`src/rtl/puf_eval_controller.sv`:
```
// puf_eval_controller
//   Fabric-side sequencer for one PUF evaluation run. A debounced start key press launches
//   NUM_CHAL challenges derived from the DIP-switch seed. Each challenge waits for the PUF's
//   done strobe, with a timeout. The response bits are collected and shown on the LEDs.
//
// Ports
//   clk_clk        in   system clock
//   reset_reset_n  in   asynchronous active-low reset
//   key_n[3:0]     in   raw push buttons, active low; [0]=start, [1]=abort, [3:2] unused
//   dipsw[3:0]     in   challenge seed
//   puf_start      out  one-cycle strobe to evaluate puf_challenge
//   puf_challenge  out  challenge, held from issue through the end of the wait
//   puf_done       in   one-cycle strobe from the PUF core, response valid
//   puf_resp       in   response bit, used only with puf_done while waiting
//   busy           out  run in progress
//   resp_valid     out  run finished, response holds the result
//   response       out  collected bits, bit i = response to challenge i
//   led[7:0]       out  status display
//   stm_hwevents   out  trace pulses: [0] start, [1] puf_start, [2] done, [3] timeout, [4] abort
module puf_eval_controller #(
  parameter int unsigned CW         = 8,
  parameter int unsigned NUM_CHAL   = 8,
  parameter int unsigned DEB_CYCLES = 16,
  parameter int unsigned TIMEOUT    = 1024
) (
  input  logic                clk_clk,
  input  logic                reset_reset_n,
  input  logic [3:0]          key_n,
  input  logic [3:0]          dipsw,
  output logic                puf_start,
  output logic [CW-1:0]       puf_challenge,
  input  logic                puf_done,
  input  logic                puf_resp,
  output logic                busy,
  output logic                resp_valid,
  output logic [NUM_CHAL-1:0] response,
  output logic [7:0]          led,
  output logic [27:0]         stm_hwevents
);

  localparam int unsigned DebW = (DEB_CYCLES > 1) ? $clog2(DEB_CYCLES) : 1;
  localparam int unsigned TmrW = (TIMEOUT > 1) ? $clog2(TIMEOUT) : 1;
  localparam logic [DebW-1:0] DebCntMax = DebW'(DEB_CYCLES - 1);
  localparam logic [TmrW-1:0] TmrMax    = TmrW'(TIMEOUT - 1);
  localparam logic [2:0]      IdxLast   = 3'(NUM_CHAL - 1);

  typedef enum logic [2:0] {StIdle, StIssue, StWait, StNext, StDone} state_t;

  // Debouncers for start (0) and abort (1)
  logic [1:0]      r_sync1, r_sync2, r_lvl, r_press;
  logic [DebW-1:0] r_cnt [2];

  always_ff @(posedge clk_clk or negedge reset_reset_n) begin
    if (!reset_reset_n) begin
      r_sync1  <= 2'b11;
      r_sync2  <= 2'b11;
      r_lvl    <= 2'b11;
      r_press  <= 2'b00;
      r_cnt[0] <= '0;
      r_cnt[1] <= '0;
    end else begin
      r_sync1 <= key_n[1:0];
      r_sync2 <= r_sync1;
      for (int k = 0; k < 2; k++) begin
        r_press[k] <= 1'b0;
        if (r_sync2[k] == r_lvl[k]) begin
          r_cnt[k] <= '0;
        end else if (r_cnt[k] == DebCntMax) begin
          // DEB_CYCLES consecutive samples at the new level: accept it
          r_cnt[k]   <= '0;
          r_lvl[k]   <= r_sync2[k];
          r_press[k] <= ~r_sync2[k];
        end else begin
          r_cnt[k] <= r_cnt[k] + 1'b1;
        end
      end
    end
  end

  logic w_start_ev, w_abort_ev;
  assign w_start_ev = r_press[0];
  assign w_abort_ev = r_press[1];

  logic w_unused_keys;
  assign w_unused_keys = ^key_n[3:2];

  // Sequencer
  state_t              r_state;
  logic [2:0]          r_idx;
  logic [TmrW-1:0]     r_timer;
  logic                r_tflag;
  logic [CW-1:0]       r_base, r_chal;
  logic [NUM_CHAL-1:0] r_resp;
  logic                r_start, r_busy, r_valid;
  logic [7:0]          r_led;
  logic [4:0]          r_stm;

  logic [CW-1:0] w_base;
  logic [2:0]    w_idx_inc;
  logic [7:0]    w_resp_led;

  assign w_base    = CW'(dipsw) << (CW - 4);
  assign w_idx_inc = r_idx + 3'd1;

  always_comb begin
    w_resp_led = '0;
    w_resp_led[NUM_CHAL-1:0] = r_resp;
  end

  always_ff @(posedge clk_clk or negedge reset_reset_n) begin
    if (!reset_reset_n) begin
      r_state <= StIdle;
      r_idx   <= '0;
      r_timer <= '0;
      r_tflag <= 1'b0;
      r_base  <= '0;
      r_chal  <= '0;
      r_resp  <= '0;
      r_start <= 1'b0;
      r_busy  <= 1'b0;
      r_valid <= 1'b0;
      r_led   <= '0;
      r_stm   <= '0;
    end else begin
      r_start <= 1'b0;
      r_stm   <= '0;
      if (r_busy && w_abort_ev) begin
        // Abort outranks everything, including a same-cycle start or timeout
        r_state  <= StIdle;
        r_idx    <= '0;
        r_resp   <= '0;
        r_tflag  <= 1'b0;
        r_busy   <= 1'b0;
        r_led    <= 8'h00;
        r_stm[4] <= 1'b1;
      end else begin
        case (r_state)
          StIdle, StDone: begin
            if (w_start_ev) begin
              r_state    <= StIssue;
              r_base     <= w_base;
              r_chal     <= w_base;
              r_idx      <= '0;
              r_resp     <= '0;
              r_tflag    <= 1'b0;
              r_start    <= 1'b1;
              r_busy     <= 1'b1;
              r_valid    <= 1'b0;
              r_led      <= 8'h80;
              r_stm[1:0] <= 2'b11;
            end
          end
          StIssue: begin
            r_state <= StWait;
            r_timer <= '0;
          end
          StWait: begin
            if (puf_done) begin
              r_resp[r_idx] <= puf_resp;
              r_state       <= StNext;
            end else if (r_timer == TmrMax) begin
              r_resp[r_idx] <= 1'b0;
              r_tflag       <= 1'b1;
              r_led[6]      <= 1'b1;
              r_stm[3]      <= 1'b1;
              r_state       <= StNext;
            end else begin
              r_timer <= r_timer + 1'b1;
            end
          end
          StNext: begin
            if (r_idx == IdxLast) begin
              r_state  <= StDone;
              r_busy   <= 1'b0;
              r_valid  <= 1'b1;
              r_led    <= w_resp_led;
              r_stm[2] <= 1'b1;
            end else begin
              r_state  <= StIssue;
              r_idx    <= w_idx_inc;
              r_chal   <= r_base + CW'(w_idx_inc);
              r_start  <= 1'b1;
              r_led    <= {1'b1, r_tflag, 3'b000, w_idx_inc};
              r_stm[1] <= 1'b1;
            end
          end
          default: r_state <= StIdle;
        endcase
      end
    end
  end

  assign puf_start     = r_start;
  assign puf_challenge = r_chal;
  assign busy          = r_busy;
  assign resp_valid    = r_valid;
  assign response      = r_resp;
  assign led           = r_led;
  assign stm_hwevents  = {23'd0, r_stm};

endmodule

```
`config.mk`:
```
export PLATFORM = sky130hd
export DESIGN_NAME = puf_eval_controller
export DESIGN_NICKNAME = d
export VERILOG_FILES = /design/src/rtl/puf_eval_controller.sv
export SDC_FILE = /design/constraint.sdc
export NUM_CORES = 1
export LEC_CHECK = 0
export CAP_MARGIN = 20
export CORE_AREA = 2 2 88 90
export DETAILED_ROUTE_END_ITERATION = 8
export DIE_AREA = 0 0 90 92
export DONT_BUFFER_PORTS = 1
export PLACE_DENSITY = 0.61
export RECOVER_POWER = 100
export SLEW_MARGIN = 20
export SYNTH_ARGS = -nofsm -noshare
export SYNTH_HDL_FRONTEND = slang
export SYNTH_SLANG_ARGS = --single-unit
```
`constraint.sdc`:
```
create_clock -name clk_clk -period 4.4 [get_ports clk_clk]
set_input_delay 0.88 -clock clk_clk [delete_from_list [all_inputs] [get_ports clk_clk]]
set_output_delay 0.88 -clock clk_clk [all_outputs]
set_load 0.01 [all_outputs]
```
# After elaboration in Yosys (flattened, before gate mapping)
# Index checks and enable logic that the tools add are counted.
dict set report classes {
  reduce_logical 22
  bitwise 7
  add_sub_neg 5
  n_mux 63
  n_div 0
  multipliers 0
  shifts 0
  n_lt_le_gt_ge 2
  n_eq_ne 21
}
# cell n
set ops {}
lappend ops {{$mux 8} 9}
lappend ops {{$pmux 8 s2} 2}
lappend ops {{$mux 3} 8}
lappend ops {{$mux 1} 23}
lappend ops {{$mux 10} 2}
lappend ops {{$mux 4} 5}
lappend ops {{$pmux 10 s2} 1}
lappend ops {{$reduce_and 4->1} 5}
lappend ops {{$ne 3x3->1 const B} 5}
lappend ops {{$pmux 1 s2} 6}
lappend ops {{$pmux 3 s4} 1}
lappend ops {{$pmux 6 s2} 1}
lappend ops {{$reduce_and 3->1} 4}
lappend ops {{$add 10x1->10 const B} 1}
lappend ops {{$eq 10x10->1 const B} 1}
lappend ops {{$ne 2x2->1 const B} 5}
lappend ops {{$add 4x1->4 const B} 2}
lappend ops {{$add 8x3->8} 1}
lappend ops {{$and 8x8->8} 1}
lappend ops {{$bwmux 8} 1}
lappend ops {{$eq 4x4->1 const B} 2}
lappend ops {{$not 8->8} 1}
lappend ops {{$reduce_and 2->1} 4}
lappend ops {{$eq 3x2->1 const B} 2}
lappend ops {{18 further kinds} 27}
dict set report word_totals {
  word_cells 140
  inputBits 12
  mem_count 0
  out_inout_bits 55
  rom_bits 0
  regBits 69
  mem_bits_rw 0
  latchBits 0
}

# Longest topological paths before layout
# Gate-level depths: netlist of the first run.
dict set report logic_depth {
  depth_word 10
  ltp_mapped 8
  ltp_nobuf 6
}

# Least setup slack after synthesis of the first run
# Ideal clock, no wire load.
dict set report synth_timing {
  path_type {input-to-reg}
  startpoint {in puf_done}
  endpoint {reg r_timer[3]}
  setup_time_ns 0.130
  cell_stages 6
  n_path_buf 1
  required_ns 4.270
  path_slack_ns 2.444
  t_arrival_ns 1.826
  cell_sequence {nor3b_1 > o21ai_1 > or2_1 > clkbuf_1 > o211ai_1 > o31ai_2}
}
dict set report synth_via {
  elab_chain_len 2
}
# item line
set synth_lines {}
lappend synth_lines {{start: declaration} 32} ;# input logic puf_done,
lappend synth_lines {{$ne 2x2->1 (no source line)} -}
lappend synth_lines {{$reduce_and 4->1 (no source line)} -}
lappend synth_lines {{end signal: assignment} 168} ;# r_timer <= r_timer + 1'b1;
lappend synth_lines {{end: declaration} 90} ;# logic [TmrW-1:0] r_timer;
# No other way between the ends.
# A chain may end at the register's enable or synchronous reset.

# Worst setup path after layout of the first run
dict set report layout_timing {
  startpoint {reg r_idx[1]}
  endpoint {reg r_chal[0] (netlist: puf_challenge[0])}
}
dict set report layout_via {
  elab_chain_len 3
}
# item line
set layout_lines {}
lappend layout_lines {{start: declaration} 89} ;# logic [2:0] r_idx;
lappend layout_lines {{start signal: assignment} 180} ;# r_idx <= w_idx_inc;
lappend layout_lines {{$eq 3x3->1} 172} ;# if (r_idx == IdxLast) begin
lappend layout_lines {{$ne 2x2->1 (no source line)} -}
lappend layout_lines {{$reduce_and 4->1 (no source line)} -}
lappend layout_lines {{end signal: assignment} 142} ;# r_chal <= w_base;
lappend layout_lines {{end signal: assignment} 181} ;# r_chal <= r_base + CW'(w_idx_inc);
lappend layout_lines {{end: declaration} 92} ;# logic [CW-1:0] r_base, r_chal;
# No other way between the ends.

==> metrics, run 1 <==
Final TNS setup=0 ns; CTS tree=done; met1 Use GR=19.9%; Post-CTS Setup Repair Bufs=0; num ports=67; Clock Tree Root=clkbuf_8; DIE WIDTH=90 um; dpl hpwl=4.10 mm; Core Region=7450 um2; post-route ant nets=0; vias per cell=5.20; Seq/Total Area, Yosys=52.0%; largest net degree at the start of global routing=68; EDFF count, synth=0; met2 Track Usage GR=23.7%; routed len/inst=15.1 um; final setup violating endpoints=0; Resize count post-CTS=0; Seq cells post-synth=67; busiest layer in global routing=met2; fraction of registers with async set/reset=100%; Clk Latency, worst-skew pair=0.33 ns; Worst-Margin Slew=1.29 ns; total gr overflow=0; initial antenna violation count=0; Nets=314; Inserted Diodes=0; highest clock rate=0.369 GHz; Area growth syn-to-layout=5.88%; Max Buffers Root-to-Sink=2; IR drop worst, VDD=0.249 mV; Crit Path Class=reg2reg; first-pass GRT wire length=10.1 mm; DRC=0; # fillers=721; Detailed Route WL=6.09 mm; outcome=completed; Synth area leader=dfrtp_1; CP endpoint kind=register; Die ar.=8280 um2; synth warn=0; arrival time at the worst endpoint=2.94 ns; # port buffers=0; Max Clock Skew=0.00607 ns; RSZ-0062 raised after global routing=false; Syn Inst Count=299; Synth area leaders=dfrtp_1 47%, buf_4 6.0%, dfstp_2 4.9%; initial drt markers=151; vias in the first global route=2028; vias post-DR=2102; clock-pin slew on the worst setup and hold paths=0.07 ns; Slew Limit Fails=0; Pre-antenna DRT Iters=4; Critical Path Max Stage Delay=1.01 ns; Distinct cells, synth=49; mapped cell area=3240 um2; dominant synthesized flop cell=dfrtp_1; WP data required=4.63 ns; Tcrit/Tclk final=61.6%; gpl congestion=0.761; grt met3 use=6.66%; GR Util All Layers=15.4%; Pleak=1.56 nW; chip height=92 um; share of post-route cells with drive strength above 1=11.9%; Worst path most repeated cell=ha_1; nature of the critical path startpoint=register; CTS sink cnt=67; FP Rows=32; H-tree levels=3; mean area per synthesized cell=10.8 um2; crit path cell chain=ha_1 > ha_1 > nor2_1 > o21ai_0 > nor3_1 > a21o_1; Power Dens Cells=588 nW/um2; Final min period=2.71 ns; Final Hold Fails=0; total of max-cap violations=0; initial core utilization=43.5%; Crit-path slowest cell=o21ai_0; Min-Delay Path Class=in2async; CP Max Fanout=13; Synth top area share=47.2%; cts hold-fix bufs=0; utilization of the core after routing=46.0%; Rel. slew slack=12.8%; total CTS buffers=9
==> cells in the final DEF, fill, tap and decap left out, drive strengths merged, types with 2 or more instances in the layout <==
cell / instances
dfrtp: 61
nand2: 27
o21ai: 25
conb: 24
clkbuf: 12
o31ai: 10
a31oi: 9
nor3: 9
nor2: 8
inv: 8
a21oi: 8
mux2: 8
nand3: 7
a22o: 7
o211ai: 6
nor3b: 6
dfstp: 6
xnor2: 5
mux2i: 5
ha: 5
or2: 5
a21o: 4
nand3b: 4
nor2b: 3
and2b: 3
nand4: 3
bufinv: 3
and2: 3
or3: 3
a311oi: 2
o22ai: 2
o2bb2ai: 2
clkinv: 2
==> report_power, final <==
group / total [mW] / internal [mW] / switching (mW)
logic: 0.459 / 0.187 / 0.272
registers: 0.905 / 0.730 / 0.175
clock network: 0.652 / 0.422 / 0.230
total: 2.02 / 1.34 / 0.677
==> worst max-delay path, delay by kind of cell, from the launching register on <==
kind | cells | cell delay [ns]
AO/OA/AOI/OAI | 2 | 1.22
AND/OR/NAND/NOR | 2 | 0.24
flip-flops | 1 | 0.56
adder cells (fa/ha/maj) | 2 | 0.60
==> through the flow <==
| stage | hold WS (ns) | setup WS [ns] | area, um2 | power [mW] | instances |
|---|---|---|---|---|---|
| 2_1_floorplan | 0.345 | 2.44 | 3320 | 1.32 | 322 |
| 3_3_place_gp | 0.347 | 2.10 | 3200 | 1.38 | 388 |
| 3_5_place_dp | 0.349 | 2.06 | 3200 | 1.39 | 388 |
| 4_1_cts | 0.216 | 2.04 | 3460 | 2.05 | 404 |
| 5_1_grt | 0.202 | 1.34 | 3430 | 2.14 | 404 |
| 6_report | 0.234 | 1.69 | 3430 | 2.02 | 404 |
==> layer usage <==
layer  share of wire, %  routed length (um)
met5                  0                   0
met4               0.36                  22
met3                5.4                 327
met2                 48                2940
met1                 46                2800
==> layout make-up <==
type / count / area, um2 / area share (%)
clock buffers: 12 / 165 / 4.82
clock inverters: 4 / 95.1 / 2.77
inverters: 9 / 33.8 / 0.986
multi-input cells: 210 / 1320 / 38.6
flip-flops and latches: 67 / 1680 / 49.1
well taps: 102 / 128 / 3.72
==> path summary, 6_finish.rpt <==
| kind | start | slack (ns) | end | cells past startpoint |
|---|---|---|---|---|
| max in group asynchronous | reset_reset_n | 3.96 | r_lvl[1] | 0 |
| min | reset_reset_n | 0.23 | r_stm[1] | 0 |
| min reg2reg | r_sync1[1] | 0.36 | r_sync2[1] | 0 |
| min in group clk_clk | r_sync1[1] | 0.36 | r_sync2[1] | 0 |
| max reg2reg | r_idx[1] | 1.69 | puf_challenge[0] | 6 |
| max | r_idx[1] | 1.69 | puf_challenge[0] | 6 |
==> cell families after synthesis <==
kind of cell / count (synthesis) / share of synthesized area [%]
flip-flops: 67 / 52.0
buffers and inverters: 45 / 8.77
XOR/XNOR: 5 / 1.35
adder cells (fa/ha/maj): 5 / 1.93
AND/OR/NAND/NOR: 84 / 15.4
multiplexers: 13 / 4.33
AO/OA/AOI/OAI: 79 / 16.1
other: 1 / 0.116
==> sequential cells by signal, indices dropped and copies added, names as in the netlist, 2 cells and up <==
register	count
r_timer	10
led	8
r_cnt	8
response	8
puf_challenge	7
r_stm	5
r_base	4
r_idx	3
r_state	3
r_lvl	2
r_press	2
r_sync1	2
r_sync2	2
==> synth_stat cells (all sizes together), types with 7 or more instances <==
| library cell | n |
|---|---|
| dfrtp | 61 |
| a31oi | 9 |
| o21ai | 25 |
| mux2 | 8 |
| nand2 | 27 |
| nor2 | 8 |
| a22o | 7 |
| inv | 8 |
| buf | 30 |
| nand3 | 7 |
| a21oi | 8 |
| nor3 | 9 |
| o31ai | 10 |
Note: power is estimated with default switching activity, not from simulation.
==> run 2, diff against run 1 <==
clock period = 2.7 ns   (was 4.4 ns; I/O delays follow)
==> metrics, run 2 (synthesis gave the netlist of run 1 again) <==
nature of the critical path startpoint=register; Inserted Diodes=0; Area growth syn-to-layout=6.18%; Tcrit/Tclk final=81.5%; Pleak=1.56 nW; WP data required=2.93 ns; Final Hold Fails=0; Nets=319; initial antenna violation count=0; total gr overflow=0; DRC=0; final setup violating endpoints=0; Worst-Margin Slew=1.52 ns; Power Dens Cells=933 nW/um2; share of post-route cells with drive strength above 1=12.7%; CTS sink cnt=67; violated checks=max-capacitance violations, max-slew violations; num ports=67; commonest non-fill, non-tap cell in the layout=dfrtp_1; flip-flop count of the largest register after layout=10; Detailed Route WL=6.15 mm; GR Util All Layers=16.0%; IR drop worst, VDD=0.448 mV; Max Buffers Root-to-Sink=2; arrival time at the worst endpoint=2.43 ns; dpl hpwl=4.17 mm; initial core utilization=43.5%; Pre-antenna DRT Iters=4; first-pass GRT wire length=10.5 mm; total of max-cap violations=1; routed len/inst=15.0 um; Crit Path Class=reg2reg; Rel. slew slack=-1.14%; Max Clock Skew=0.00494 ns; vias per cell=5.22; Core Region=7450 um2; initial drt markers=129; R2R setup slack=0.50 ns; Worst Slack Setup Final=0.499 ns; # fillers=718; Final TNS setup=0 ns; pre-CTS WS=0.738 ns; Clock Tree Root=clkbuf_8; total CTS buffers=9; Slew Limit Fails=62; largest net degree at the start of global routing=62; CP endpoint kind=register; H-tree levels=3; highest clock rate=0.454 GHz; Final min period=2.20 ns; clock-pin slew on the worst setup and hold paths=0.07 ns; Clk Latency, worst-skew pair=0.34 ns; worst-case reg-to-reg path depth=8; FP Rows=32; Post-CTS Setup Repair Bufs=0; gpl congestion=0.802; chip height=92 um; vias post-DR=2137; post-route ant nets=0; outcome=complete, but fails checks; vias in the first global route=2139; Min-Delay Path Class=in2async; commonest cells after routing, fill and taps aside=61 x dfrtp_1, 26 x nand2_1, 24 x o21ai_0, 24 x conb_1, 11 x clkbuf_8; reg2reg end=r_idx[0]; # port buffers=0; Largest Register=r_timer; CP Max Fanout=13; Die ar.=8280 um2; CTS tree=done; Worst R2R Start=r_idx[1]; RSZ-0062 raised after global routing=false; DIE WIDTH=90 um
-- run 2: cell types whose count changed in the layout (fill, tap and decap cells not counted) --
cell / delta
clkbuf_1: +2
nor3_4: +1
clkbuf_2: +1
nor3_1: -1
o21ai_1: +1
or2_2: -1
or2_0: +1
bufinv_16: -1
clkbuf_8: -1
clkinvlp_4: +1
buf_4: +3
o21ai_0: -1
-- run 2: power by group --
part / internal (mW) / total [mW] / leakage [nW] / switching [mW]
Sequential: 1.19 / 1.46 / 0.867 / 0.269
Clock: 0.569 / 0.936 / 0.113 / 0.367
Combinational: 0.327 / 0.812 / 0.583 / 0.484
-- run 2: metal layers --
metal	track usage [%]	part of all wire [%]	up-vias	wire, um
met2	25.0	47	52	2890
met5	0	0	-	0
met3	6.66	6.0	10	370
li1	-	-	1028	-
met4	4.23	1.3	0	80
met1	20.5	46	1047	2810
-- run 2: final cells by class --
cell class,instances,area (um2),area share (%)
clock buffer,12,155,4.51
clock inverter,4,72.6,2.11
inverter,9,33.8,0.983
multi-input combinational,210,1330,38.8
sequential,67,1680,49.0
tap,102,128,3.71
timing repair buffer,5,31.3,0.910
-- run 2: worst max-delay path, stage by stage, from the launching register on --
cell and delay [ns]:
dfrtp_1 0.57, ha_1 0.24, ha_1 0.17, buf_4 0.17, nor2_1 0.05, o21ai_0 0.14, clkbuf_1 0.45, nor3_1 0.12
a21o_1 0.18
-- run 2: through the flow --
step	hold slack (ns)	util (%)	cell area [um2]	cells	total power, mW
4_1_cts	0.0204	46.8	3490	409	3.28
2_1_floorplan	0.244	-	3320	322	2.16
6_report	0.0400	46.2	3440	409	3.21
3_3_place_gp	0.247	43.4	3230	392	2.28
5_1_grt	0.00963	46.2	3440	409	3.43
3_5_place_dp	0.248	43.4	3230	392	2.29
-- run 2: what timing repair did --
item	4_1_cts	5_1_grt
gates resized for setup	0	0
hold endpoints to repair	61	0
hold buffers	1	0
-- run 2: worst max path at each step --
| stage | from | end | depth (start not counted) |
|---|---|---|---|
| 3_5_place_dp | r_idx[1] | r_idx[1] | 6 |
| 4_1_cts | r_idx[1] | r_idx[1] | 6 |
| 3_3_place_gp | r_idx[1] | r_idx[1] | 6 |
| 6_report | r_idx[1] | r_idx[0] | 8 |
| 5_1_grt | r_idx[1] | r_idx[0] | 8 |
| 2_1_floorplan | r_idx[0] | r_idx[1] | 7 |
